--- src/rtl/voice_alloc.sv ---
// Polyphonic voice allocator: queues note events, scans the voice table one slot
// per clock and issues press/release commands to the synth engine.
module voice_alloc #(
    parameter int NUM_VOICES = 16,
    parameter int FIFO_DEPTH = 4
) (
    input  logic       clk32,
    input  logic       rst_n,
    input  logic       in_pressed,
    input  logic       in_released,
    input  logic [6:0] in_note,
    input  logic [6:0] in_velocity,
    input  logic [3:0] in_channel,
    output logic       in_ready,
    input  logic       panic,
    output logic       out_pressed,
    output logic       out_released,
    output logic [6:0] out_note,
    output logic [6:0] out_velocity,
    output logic [3:0] out_channel,
    output logic [7:0] out_addr,
    output logic       drop
);

    localparam int IW = (NUM_VOICES > 1) ? $clog2(NUM_VOICES) : 1;
    localparam int PW = (FIFO_DEPTH > 1) ? $clog2(FIFO_DEPTH) : 1;
    localparam int EW = 19;

    localparam logic [PW:0]   FULL_CNT = FIFO_DEPTH[PW:0];
    localparam logic [PW:0]   CNT_ONE  = 1;
    localparam logic [PW-1:0] PTR_ONE  = 1;
    localparam logic [IW:0]   IDX_END  = NUM_VOICES[IW:0];
    localparam logic [IW:0]   IDX_ONE  = 1;

    typedef enum logic [1:0] {
        V_FREE     = 2'd0,
        V_ACTIVE   = 2'd1,
        V_RELEASED = 2'd2
    } vstate_t;

    typedef enum logic [1:0] {
        S_IDLE  = 2'd0,
        S_SCAN  = 2'd1,
        S_ISSUE = 2'd2
    } fsm_t;

    // ---------------- input event FIFO ----------------
    logic [EW-1:0] r_fifo [FIFO_DEPTH];
    logic [PW-1:0] r_wptr;
    logic [PW-1:0] r_rptr;
    logic [PW:0]   r_count;

    logic          w_one_qual;
    logic          w_both;
    logic          w_push;
    logic          w_pop;
    logic [EW-1:0] w_rd;

    fsm_t          r_state;

    assign in_ready   = (r_count != FULL_CNT);
    assign w_one_qual = in_pressed ^ in_released;
    assign w_both     = in_pressed & in_released;
    assign w_push     = w_one_qual & in_ready & ~panic;
    assign w_pop      = (r_state == S_IDLE) && (r_count != '0) && !panic;
    assign w_rd       = r_fifo[r_rptr];

    always_ff @(posedge clk32) begin
        if (w_push) begin
            r_fifo[r_wptr] <= {in_pressed, in_note, in_velocity, in_channel};
        end
    end

    always_ff @(posedge clk32 or negedge rst_n) begin
        if (!rst_n) begin
            r_wptr  <= '0;
            r_rptr  <= '0;
            r_count <= '0;
            drop    <= 1'b0;
        end else if (panic) begin
            // Flush silently: an event arriving alongside panic is neither queued nor reported.
            r_wptr  <= '0;
            r_rptr  <= '0;
            r_count <= '0;
            drop    <= 1'b0;
        end else begin
            drop <= w_both | (w_one_qual & ~in_ready);
            if (w_push) begin
                r_wptr <= r_wptr + PTR_ONE;
            end
            if (w_pop) begin
                r_rptr <= r_rptr + PTR_ONE;
            end
            case ({w_push, w_pop})
                2'b10:   r_count <= r_count + CNT_ONE;
                2'b01:   r_count <= r_count - CNT_ONE;
                default: r_count <= r_count;
            endcase
        end
    end

    // ---------------- voice table and allocation FSM ----------------
    vstate_t     r_vstate [NUM_VOICES];
    logic [6:0]  r_vnote  [NUM_VOICES];
    logic [3:0]  r_vchan  [NUM_VOICES];
    logic [7:0]  r_vstamp [NUM_VOICES];

    logic [IW:0] r_idx;
    logic [7:0]  r_counter;

    logic        r_ev_press;
    logic [6:0]  r_ev_note;
    logic [6:0]  r_ev_vel;
    logic [3:0]  r_ev_chan;

    logic        r_hit_f;
    logic [IW-1:0] r_hit_i;
    logic        r_free_f;
    logic [IW-1:0] r_free_i;
    logic        r_rel_f;
    logic [IW-1:0] r_rel_i;
    logic [7:0]  r_rel_age;
    logic        r_act_f;
    logic [IW-1:0] r_act_i;
    logic [7:0]  r_act_age;

    logic [IW-1:0] w_cur;
    logic          w_scan_valid;
    vstate_t       w_cur_state;
    logic          w_match;
    logic [7:0]    w_age;
    logic          w_hit_ok;
    logic [IW-1:0] w_sel;

    assign w_cur        = r_idx[IW-1:0];
    assign w_scan_valid = (r_idx != IDX_END);
    assign w_cur_state  = r_vstate[w_cur];
    assign w_match      = (r_vnote[w_cur] == r_ev_note) && (r_vchan[w_cur] == r_ev_chan);
    assign w_age        = r_counter - r_vstamp[w_cur];

    // A press retriggers any sounding voice on the same key; a release only hits ACTIVE ones.
    assign w_hit_ok = w_match && (r_ev_press ? (w_cur_state != V_FREE)
                                             : (w_cur_state == V_ACTIVE));

    always_comb begin
        w_sel = r_act_i;
        if (r_hit_f) begin
            w_sel = r_hit_i;
        end else if (r_free_f) begin
            w_sel = r_free_i;
        end else if (r_rel_f) begin
            w_sel = r_rel_i;
        end
    end

    always_ff @(posedge clk32 or negedge rst_n) begin
        if (!rst_n) begin
            r_state      <= S_IDLE;
            r_idx        <= '0;
            r_counter    <= '0;
            r_ev_press   <= 1'b0;
            r_ev_note    <= '0;
            r_ev_vel     <= '0;
            r_ev_chan    <= '0;
            r_hit_f      <= 1'b0;
            r_hit_i      <= '0;
            r_free_f     <= 1'b0;
            r_free_i     <= '0;
            r_rel_f      <= 1'b0;
            r_rel_i      <= '0;
            r_rel_age    <= '0;
            r_act_f      <= 1'b0;
            r_act_i      <= '0;
            r_act_age    <= '0;
            out_pressed  <= 1'b0;
            out_released <= 1'b0;
            out_note     <= '0;
            out_velocity <= '0;
            out_channel  <= '0;
            out_addr     <= '0;
            for (int unsigned v = 0; v < NUM_VOICES; v++) begin
                r_vstate[v] <= V_FREE;
                r_vnote[v]  <= '0;
                r_vchan[v]  <= '0;
                r_vstamp[v] <= '0;
            end
        end else begin
            out_pressed  <= 1'b0;
            out_released <= 1'b0;
            if (panic) begin
                r_state   <= S_IDLE;
                r_idx     <= '0;
                r_counter <= '0;
                for (int unsigned v = 0; v < NUM_VOICES; v++) begin
                    r_vstate[v] <= V_FREE;
                end
            end else begin
                case (r_state)
                    S_IDLE: begin
                        if (w_pop) begin
                            {r_ev_press, r_ev_note, r_ev_vel, r_ev_chan} <= w_rd;
                            r_idx    <= '0;
                            r_hit_f  <= 1'b0;
                            r_free_f <= 1'b0;
                            r_rel_f  <= 1'b0;
                            r_act_f  <= 1'b0;
                            r_state  <= S_SCAN;
                        end
                    end

                    S_SCAN: begin
                        // One extra cycle at idx == NUM_VOICES lets the last candidate settle.
                        if (w_scan_valid) begin
                            r_idx <= r_idx + IDX_ONE;
                            if (!r_hit_f && w_hit_ok) begin
                                r_hit_f <= 1'b1;
                                r_hit_i <= w_cur;
                            end
                            if (!r_free_f && (w_cur_state == V_FREE)) begin
                                r_free_f <= 1'b1;
                                r_free_i <= w_cur;
                            end
                            if ((w_cur_state == V_RELEASED) && (!r_rel_f || (w_age > r_rel_age))) begin
                                r_rel_f   <= 1'b1;
                                r_rel_i   <= w_cur;
                                r_rel_age <= w_age;
                            end
                            if ((w_cur_state == V_ACTIVE) && (!r_act_f || (w_age > r_act_age))) begin
                                r_act_f   <= 1'b1;
                                r_act_i   <= w_cur;
                                r_act_age <= w_age;
                            end
                        end else begin
                            r_state <= S_ISSUE;
                        end
                    end

                    S_ISSUE: begin
                        r_state <= S_IDLE;
                        if (r_ev_press) begin
                            r_vstate[w_sel] <= V_ACTIVE;
                            r_vnote[w_sel]  <= r_ev_note;
                            r_vchan[w_sel]  <= r_ev_chan;
                            r_vstamp[w_sel] <= r_counter;
                            r_counter       <= r_counter + 8'd1;
                            out_pressed     <= 1'b1;
                            out_addr        <= 8'(w_sel);
                            out_note        <= r_ev_note;
                            out_velocity    <= r_ev_vel;
                            out_channel     <= r_ev_chan;
                        end else if (r_hit_f) begin
                            r_vstate[r_hit_i] <= V_RELEASED;
                            out_released      <= 1'b1;
                            out_addr          <= 8'(r_hit_i);
                            out_note          <= r_ev_note;
                            out_velocity      <= r_ev_vel;
                            out_channel       <= r_ev_chan;
                        end
                    end

                    default: r_state <= S_IDLE;
                endcase
            end
        end
    end

endmodule

--- config.mk ---
export PLATFORM = sky130hd
export DESIGN_NAME = voice_alloc
export DESIGN_NICKNAME = d
export VERILOG_FILES = /design/src/rtl/voice_alloc.sv
export SDC_FILE = /design/constraint.sdc
export NUM_CORES = 1
export LEC_CHECK = 0
export CAP_MARGIN = 5
export CORE_ASPECT_RATIO = 1.25
export CORE_MARGIN = 3
export CORE_UTILIZATION = 66
export DETAILED_ROUTE_END_ITERATION = 16
export GPL_TIMING_DRIVEN = 0
export PLACE_DENSITY = 0.88
export SLEW_MARGIN = 10
export SYNTH_ARGS = -nofsm -noshare
export SYNTH_HDL_FRONTEND = slang
export SYNTH_SLANG_ARGS = --single-unit
export TNS_END_PERCENT = 30
--- constraint.sdc ---
create_clock -name clk32 -period 13.4 [get_ports clk32]
set_input_delay 2.01 -clock clk32 [delete_from_list [all_inputs] [get_ports clk32]]
set_output_delay 2.01 -clock clk32 [all_outputs]
set_load 0.05 [all_outputs]
==> run metrics <==
RR Endpoint r_act_age[4]; Final Hold Fails 0; Post-synth EDFFs 76; final setup TNS 0 ns; setup bufs post-CTS 0; final worst slack 6.48 ns; hold_buf cts 0; vias in the first global route 16,800; Crit path required time 13.84 ns; initial core utilization 67.6%; RSZ-0062 raised after global routing false; core region area 0.0349 mm²; FFs w/ async S/R, synth 85.2%; WL/cell 27.2 µm; power per cell area 144 mW/mm²; Hold Crit Start r_vstamp[72]; synth-to-layout area growth 11.7%; Setup CP Type register to register; Max Clk Rate 145 MHz; H-Tree Depth 2; Layout Cells excl Fill 2,311; die width 175 µm; Mapped Cells 1,700; Worst-path clk slew 0.07 ns; final worst path period share 51.6%; post-DP HPWL 40.5 mm; post-layout min period 6.92 ns; first-pass GRT wire length 97.7 mm; Clock Latency Late Sink 0.58 ns; CTS Root Cell clkbuf_16; vias per inst 6.74; DRC violations left 0; CP startpoint kind register; Final #Nets 1,861; Main synth FF type dfrtp_1; max-slew violations 0; CTS tree built; initial antenna violation count 0; Worst setup EP type register; most frequent cells in the layout dfrtp_1, mux2_2, nand2_1; Row Count 76; vias 15,600; placed cell count 2,223; measured slew at the worst slew-check pin 1.16 ns; CP arrival 7.36 ns; pre-CTS WS 6.64 ns; All-Layer GR Usage 33.8%; Placer Congestion 0.981; slew margin rel. 22.9%; CTS max path bufs 3; Die Y 217 µm; most common cell after layout, fill and taps aside dfrtp_1; final global-route overflow total 0; clock sink total 514; R2R setup slack 6.48 ns; Num CTS Buffers 48; worst hold endpoint r_vstamp[72]; DR iter-0 viols 1,675; drt first pass iters 5; r2r startpoint r_idx[1]; Setup violations, final 0; IO Port Bufs 47; Worst Skew 0.0278 ns; die area 0.0381 mm²; Max Cap Viol 0; Routed WL 62.8 mm; run status finished clean; hold crit path type register to register; R2R depth 21; post-route antenna net violation count 0; CP Max Fanout 10; Ys Warns 0; CTS resizes 0; fraction of layout cells with a size suffix above 1 29.5%; IO Pins 53; hold path depth 2; syn_area_per_cell 13.9 µm²; post-synthesis instance area 0.0236 mm²; #FFs+latches synth 514; Seq/Total Area, Yosys 56.1%; largest net degree at the start of global routing 101; Synth cell types 60; Ant. Diodes 0; Leakage 11.9 nW; VDD IR-drop max 0.000159 V
## registers in the layout (all words and copies together), names as in the netlist, 5 cells and up
signal and cells:
r_vstamp 128, r_rel_age 8, r_vstate 32, r_vchan 64, r_act_age 8, out_velocity 7, r_idx 5, r_vnote 112
r_ev_vel 7, r_fifo 76, r_counter 8, r_ev_note 7, out_note 7
## through the flow
step | hold WS (ns) | power [mW] | instance area [µm²] | utilization [%]
floorplan | 0.435 | 2.18 | 23600 | -
CTS | 0.480 | 3.80 | 26400 | 75.6
finish | 0.478 | 3.81 | 26400 | 75.6
detailed placement | 0.455 | 2.44 | 24800 | 71.1
global route | 0.501 | 3.92 | 26400 | 75.6
global placement | 0.449 | 2.40 | 24700 | 70.7
## worst max-delay path by stage
stage,start,end,slack (ns),depth (start not counted)
2_1_floorplan,r_idx[0],r_act_age[2],8.09,23
3_3_place_gp,rst_n,r_vnote[36],-8.08,1
3_5_place_dp,r_idx[1],r_act_age[4],6.64,21
4_1_cts,r_idx[1],r_act_age[4],6.57,21
5_1_grt,r_idx[1],r_act_age[4],6.21,21
6_report,r_idx[1],r_act_age[4],6.48,21
## synth_stat cells, drive strengths merged, types with 3 or more instances
| cell type | n | area, µm² |
|---|---|---|
| a221oi | 5 | 43.8 |
| and3 | 5 | 31.3 |
| nor2b | 15 | 93.8 |
| a21oi | 45 | 225 |
| mux2 | 324 | 3650 |
| and2 | 10 | 62.6 |
| nand4 | 9 | 56.3 |
| o31ai | 4 | 30.0 |
| nand3b | 3 | 22.5 |
| nand2 | 144 | 541 |
| dfrtp | 438 | 11000 |
| o21ai | 75 | 375 |
| xnor2 | 18 | 158 |
| clkbuf | 76 | 288 |
| a211oi | 19 | 143 |
| buf | 55 | 294 |
| a22oi | 7 | 52.6 |
| mux2i | 32 | 320 |
| nand2b | 5 | 31.3 |
| nor3b | 3 | 27.5 |
| nor3 | 23 | 125 |
| o21a | 3 | 22.5 |
| nor2 | 54 | 205 |
| mux4 | 104 | 2390 |
| ha | 31 | 388 |
| nand3 | 19 | 95.1 |
| or3 | 4 | 25.0 |
| a21o | 9 | 67.6 |
| inv | 34 | 128 |
| a31oi | 4 | 25.0 |
| edfxtp | 76 | 2280 |
| xor2 | 12 | 105 |
| o2bb2a | 10 | 100 |
## layout make-up
type	instances	area, µm²
Clock inverter	25	219
Tap cell	468	586
Timing Repair Buffer	52	601
Sequential cell	514	13200
Multi-Input combinational cell	1023	9670
Clock buffer	63	1350
Inverter	35	131
Fill cell	2036	8520
Buffer	131	582
## critical path, cell delays in order, from the launching register on
cell,delay [ns]
dfrtp_1,0.55
buf_2,0.42
buf_2,0.45
buf_2,0.39
clkbuf_1,0.65
mux4_2,0.41
mux4_2,0.53
inv_1,0.12
ha_1,0.24
a21o_1,0.17
a21oi_1,0.22
o21bai_1,0.10
a21oi_1,0.21
o21ai_0,0.18
xnor2_1,0.23
ha_1,0.35
nand4_1,0.13
o21a_1,0.21
o21ai_0,0.29
nand4_1,0.30
buf_2,0.34
mux2_2,0.30
## cells by family after synthesis
| logic type | after synthesis | synth area share [%] |
|---|---|---|
| AOI/OAI and AO/OA | 195 | 5.11 |
| and+or+nand+nor | 301 | 5.89 |
| xor gates and xnor gates | 30 | 1.11 |
| muxes | 460 | 26.9 |
| other | 1 | 0.0159 |
| adders and majority gates | 33 | 1.81 |
| buffers and inverters | 166 | 3.02 |
| DFF | 514 | 56.1 |
## per-layer routing
| metal | wire length (µm) | track usage, % |
|---|---|---|
| met1 | 22600 | 42.0 |
| met2 | 31300 | 56.3 |
| met3 | 4840 | 5.97 |
| met4 | 4080 | 19.3 |
| met5 | 0 | 0 |
## power by group
group	switching (mW)	total, mW	internal (mW)
logic	0.477	0.730	0.253
clock network	0.601	1.37	0.768
registers	0.0579	1.71	1.65
Power figures use the tool's default switching activity.
